## config.mk

```make
export PLATFORM = sky130hd
export DESIGN_NAME = nbiot_dmrs_seq_gen
export DESIGN_NICKNAME = d
export VERILOG_FILES = /design/src/rtl/nbiot_dmrs_seq_gen.sv
export SDC_FILE = /design/constraint.sdc
export NUM_CORES = 1
export LEC_CHECK = 0
export ABC_AREA = 1
export CAP_MARGIN = 0
export CORE_MARGIN = 2
export CORE_UTILIZATION = 60
export CTS_CLUSTER_SIZE = 25
export DETAILED_ROUTE_END_ITERATION = 10
export PLACE_DENSITY = 0.86
export SETUP_SLACK_MARGIN = 0.2
export SLEW_MARGIN = 0
export SYNTH_ARGS = -nofsm -noshare
export SYNTH_HDL_FRONTEND = slang
export SYNTH_SLANG_ARGS = --single-unit
```

## constraint.sdc

```tcl
create_clock -name clk -period 9.9 [get_ports clk]
set_input_delay 0.99 -clock clk [delete_from_list [all_inputs] [get_ports clk]]
set_output_delay 0.99 -clock clk [all_outputs]
set_load 0.02 [all_outputs]
```

## src/rtl/nbiot_dmrs_seq_gen.sv

```systemverilog
// NB-IoT uplink DMRS generator: single-tone Gold/Hadamard or multi-tone phase-table sequences,
// mapped through an 8-point phase wheel and streamed with valid/ready backpressure.
module nbiot_dmrs_seq_gen #(
  parameter int W     = 16,
  parameter int LEN_W = 12,
  parameter int NC    = 1600
) (
  input  logic                clk,
  input  logic                rst,
  input  logic                start,
  input  logic                mode,
  input  logic [30:0]         cinit,
  input  logic [3:0]          had_row,
  input  logic [3:0]          nsc,
  input  logic [1:0]          cs,
  input  logic [LEN_W-1:0]    seq_len,
  input  logic                tbl_we,
  input  logic [3:0]          tbl_addr,
  input  logic [1:0]          tbl_data,
  output logic                out_valid,
  input  logic                out_ready,
  output logic signed [W-1:0] out_re,
  output logic signed [W-1:0] out_im,
  output logic [LEN_W-1:0]    out_idx,
  output logic                out_last,
  output logic                busy,
  output logic                done
);

  localparam longint F_L = longint'(1) <<< (W - 2);
  localparam longint A_L = (F_L * 64'sd70710678 + 64'sd50000000) / 64'sd100000000;
  localparam logic signed [W-1:0] F_P = W'(F_L);
  localparam logic signed [W-1:0] A_P = W'(A_L);
  localparam logic signed [W-1:0] F_N = -F_P;
  localparam logic signed [W-1:0] A_N = -A_P;
  localparam int CW = $clog2(NC + 1);
  localparam logic [CW-1:0] WARM_LAST = CW'(NC - 1);

  typedef enum logic [1:0] {
    IDLE,
    WARMUP,
    RUN,
    FIN
  } state_t;

  state_t           state;
  logic             mode_r;
  logic [3:0]       had_r;
  logic [3:0]       nsc_r;
  logic [1:0]       cs_r;
  logic [LEN_W-1:0] len_r;
  logic [30:0]      x1;
  logic [30:0]      x2;
  logic [CW-1:0]    wcnt;
  logic [LEN_W-1:0] gen_n;
  logic [3:0]       mod_cnt;
  logic [1:0]       tbl [12];

  logic             c_bit;
  logic             had_par;
  logic [1:0]       q;
  logic [1:0]       csn;
  logic [2:0]       st_phase;
  logic [2:0]       mt_phase;
  logic [2:0]       phase;
  logic signed [W-1:0] nre;
  logic signed [W-1:0] nim;
  logic             load;
  logic             xfer;
  logic [3:0]       nsc_eff;

  function automatic logic [30:0] x1_step(input logic [30:0] s);
    return {s[3] ^ s[0], s[30:1]};
  endfunction

  function automatic logic [30:0] x2_step(input logic [30:0] s);
    return {s[3] ^ s[2] ^ s[1] ^ s[0], s[30:1]};
  endfunction

  // Next-sample phase for the generator index gen_n; LFSR bit 0 holds c(gen_n).
  always_comb begin
    c_bit    = x1[0] ^ x2[0];
    had_par  = ^(had_r & gen_n[3:0]);
    q        = tbl[mod_cnt];
    csn      = 2'(gen_n[1:0] * cs_r);
    st_phase = {c_bit ^ had_par, 2'b01};
    mt_phase = {q, 1'b1} + {csn, 1'b0};
    phase    = mode_r ? mt_phase : st_phase;
  end

  always_comb begin
    nre = '0;
    nim = '0;
    case (phase)
      3'd0:    begin nre = F_P;  nim = '0;   end
      3'd1:    begin nre = A_P;  nim = A_P;  end
      3'd2:    begin nre = '0;   nim = F_P;  end
      3'd3:    begin nre = A_N;  nim = A_P;  end
      3'd4:    begin nre = F_N;  nim = '0;   end
      3'd5:    begin nre = A_N;  nim = A_N;  end
      3'd6:    begin nre = '0;   nim = F_N;  end
      default: begin nre = A_P;  nim = A_N;  end
    endcase
  end

  always_comb begin
    nsc_eff = 4'd12;
    if (nsc == 4'd3 || nsc == 4'd6) nsc_eff = nsc;
  end

  // The output register refills whenever it is empty or being drained this cycle.
  assign load = (state == RUN) && (gen_n != len_r) && (!out_valid || out_ready);
  assign xfer = out_valid && out_ready;

  always_ff @(posedge clk or posedge rst) begin
    if (rst) begin
      for (int unsigned i = 0; i < 12; i++) tbl[i] <= '0;
    end else if (tbl_we && !busy && tbl_addr < 4'd12) begin
      tbl[tbl_addr] <= tbl_data;
    end
  end

  always_ff @(posedge clk or posedge rst) begin
    if (rst) begin
      state     <= IDLE;
      mode_r    <= 1'b0;
      had_r     <= '0;
      nsc_r     <= '0;
      cs_r      <= '0;
      len_r     <= '0;
      x1        <= '0;
      x2        <= '0;
      wcnt      <= '0;
      gen_n     <= '0;
      mod_cnt   <= '0;
      out_valid <= 1'b0;
      out_re    <= '0;
      out_im    <= '0;
      out_idx   <= '0;
      out_last  <= 1'b0;
      busy      <= 1'b0;
      done      <= 1'b0;
    end else begin
      done <= 1'b0;
      case (state)
        IDLE, FIN: begin
          state <= IDLE;
          if (start) begin
            mode_r  <= mode;
            had_r   <= had_row;
            nsc_r   <= nsc_eff;
            cs_r    <= cs;
            len_r   <= seq_len;
            x1      <= 31'd1;
            x2      <= cinit;
            wcnt    <= '0;
            gen_n   <= '0;
            mod_cnt <= '0;
            if (seq_len == '0) begin
              done <= 1'b1;
            end else begin
              busy  <= 1'b1;
              state <= mode ? RUN : WARMUP;
            end
          end
        end
        WARMUP: begin
          x1   <= x1_step(x1);
          x2   <= x2_step(x2);
          wcnt <= wcnt + CW'(1);
          if (wcnt == WARM_LAST) state <= RUN;
        end
        RUN: begin
          if (load) begin
            out_valid <= 1'b1;
            out_re    <= nre;
            out_im    <= nim;
            out_idx   <= gen_n;
            out_last  <= (gen_n == len_r - LEN_W'(1));
            gen_n     <= gen_n + LEN_W'(1);
            mod_cnt   <= (mod_cnt == nsc_r - 4'd1) ? 4'd0 : mod_cnt + 4'd1;
            x1        <= x1_step(x1);
            x2        <= x2_step(x2);
          end else if (xfer) begin
            out_valid <= 1'b0;
          end
          if (xfer && out_last) begin
            out_valid <= 1'b0;
            busy      <= 1'b0;
            done      <= 1'b1;
            state     <= FIN;
          end
        end
        default: state <= IDLE;
      endcase
    end
  end

endmodule

```

==> flow_summary.toml <==
[die]
pin_count = 113
initial_core_util_pct = 61.1
dieArea_mm2 = 0.0150
fp.dieH_um = 123
rows = 43
core_mm2 = 0.0138
die-width_um = 123

[synthesis]
synthSimpleGateAreaFrac_pct = 32.8
ys_types = 32
ys_seq_area_share_pct = 47.1
synth_top_family_by_area = "simple AND/OR/NAND/NOR gates"
syn_avg_cell_area_um2 = 7.37
muxShareOfSynthArea_pct = 0
synthesis.instances = 1146
ys.flop_type = "dfrtp_1"
syn_area_mm2 = 0.00845
synth_compound_area_share_pct = 6.13
synth_fa_ha_area_share_pct = 1.48
synth_xor_area_share_pct = 2.80
ys_ff_latch = 159
syn_nets = 1221
yosysWarnings = 0
synth_edf_count = 0
ys_async_sr_fraction_pct = 100

[min_path]
min_path_type = "reg2reg"

[critical_path]
cp_max_fo = 78
r2r_slack_ns = 6.19
cp_slowest_cell = "nand2_2"
crit_chain = "clkdlybuf4s50_1, inv_1, a21oi_1, nand2_2, nand2_2, buf_4, nand2_2, nand2_1, nand2_1"
crit_path_max_incr_delay_ns = 0.86
start_kind = "input pin"
crit_path_frequent_cell = "nand2_2"
cp.required_ns = 10.21
crit_type = "in2reg"
crit_arrival_ns = 4.05
critPathCaptureType = "flip-flop"

[layout]
area_growth_pct = 18.1
drive_above_1_share_pct = 4.18
fillers = 1072
final_util_pct = 72.1
antenna-diode-count = 0
nets = 1283

[placement]
gp_congestion = 0.914
place_ws_ns = 5.78
port_buffers = 112
dpl.hpwl_um = 12300

[route]
drc = 0
vias = 7466
ant_nets = 0
wirelength_um = 19000
first_pass_iters = 5
vias_per_cell = 5.33
drt_iter0_drc = 678
wl_per_cell_um = 13.5

[global_route]
antenna_found_initial = 0
grt_pass1_vias = 6864
overflow = 0
grt_max_degree = 99
grt_use_total_pct = 26.8
grt_pass1_wl_um = 32100

[cts]
post_cts_buffers = 0
cts-resized-gates = 0
cts_tree = "built"
h-tree-depth = 4
cts_buffer_depth = 2
clock_latency_ns = 0.43
cts_num_sinks = 159
root_buffer = "clkbuf_16"
clk_pin_slew_worst_paths_ns = 0.06
cts_buffers = 17
cts_hold_buf = 0

[pwr]
power_leakage_uw = 0.00514
powerDensity_mw_per_mm2 = 300
ir_worst_vdd_mv = 0.207
p_total_uw = 3000

[sta]
fin_crit_sh_pct = 37.8
rsz0062_at_grt = "false"
whs_ns = 0.469
fmax_mhz = 267
layout_setup_ws_ns = 6.15
tightestPinTransition_ns = 1.11
max_slew_margin_pct = 25.4
final.setup.tns_ns = 0
setup_viol = 0
hold_violations = 0
fin_crit_ns = 3.75
finClkSkew_ns = 0.00640
drv_slew = 0

[outcome]
status = "complete, no violations"

[run]
maxCapViolCount = 0
flip-flops by register name, indices dropped and copies added, names as in the netlist, 2 cells and up:
register	cells
x1	31
x2	31
tbl	24
gen_n	12
len_r	12
out_idx	12
wcnt	11
had_r	4
mod_cnt	4
nsc_r	4
out_re	3
cs_r	2
out_im	2
state	2
final timing paths:
path	to	depth (start not counted)	start
setup / recovery	x2[29]	9	out_ready
hold / removal	x1[1]	2	x1[1]
min in group asynchronous	x2[12]	2	rst
setup reg to reg	x2[29]	10	state[0]
max in group asynchronous	had_r[3]	3	rst
hold reg to reg	x1[1]	2	x1[1]
per-stage QoR:
stage	instances	area, µm²
CTS	1401	9980
finish	1401	9980
floorplan	1146	8450
global placement	1369	9390
global route	1401	9980
detailed placement	1369	9390
worst max-delay path, delay by kind of cell:
family                 cells  cell delay, ns
buffers and inverters      3            1.14
and+or+nand+nor            5            1.68
AOI/OAI and AO/OA          1            0.18
power by group:
group	switching [µW]	internal [µW]
Combinational	877	456
Sequential	156	840
Clock	263	403
Total	1300	1700
cell type report:
class	count	area, µm²	area share, %
Multi-Input combinational cell	815	3650	36.6
Clock buffer	22	454	4.55
Clock inverter	10	136	1.37
Tap cell	180	225	2.26
Timing Repair Buffer	117	1160	11.6
Sequential cell	159	3980	39.9
Inverter	98	373	3.74
cell families (layout without fill, tap and decap cells):
family,Yosys count,count (layout)
AO/OA/AOI/OAI,97,97
buffers and inverters,172,247
AND/OR/NAND/NOR,681,681
adder cells (fa/ha/maj),10,10
XOR/XNOR,27,27
flip-flops,159,159
layer usage:
metal	global-route usage, %	share of wire [%]	up-vias
met4	8.26	1.9	0
met3	5.86	5.3	35
met2	42.6	48	251
met1	36.9	45	3478
li1	-	-	3702
met5	0	0	-
cells in the mapped netlist, types with 3 or more instances:
master,instances,area share [%]
nand2_1,468,21
dfrtp_1,159,47
nand3_1,110,6.5
inv_1,88,3.9
o21ai_0,72,4.3
nor2_1,67,3.0
buf_4,34,3.0
xor2_1,21,2.2
clkbuf_1,20,0.89
nor3_1,15,0.89
a21oi_1,10,0.59
ha_1,10,1.5
inv_2,10,0.44
nand4_1,10,0.74
buf_2,8,0.47
buf_1,7,0.31
o22ai_1,6,0.44
xnor2_1,6,0.62
buf_6,5,0.67
nand2_2,4,0.30
nand3b_1,3,0.27
layout by cell type, fill, tap and decap left out, types with 3 or more instances in the layout:
cell type          n
xnor2_1            6
nand3b_1           3
nand3_1          110
nand2_1          468
a21oi_1           10
nor2_1            67
inv_2             10
clkdlybuf4s50_1  112
xor2_1            21
inv_1             87
nor3_1            15
nand4_1           10
clkinv_2           4
nand2_2            4
o21ai_0           72
clkbuf_16         17
bufinv_16          3
clkbuf_1           4
buf_4              5
o22ai_1            6
ha_1              10
dfrtp_1          159
Note: power is estimated with default switching activity, not from simulation.
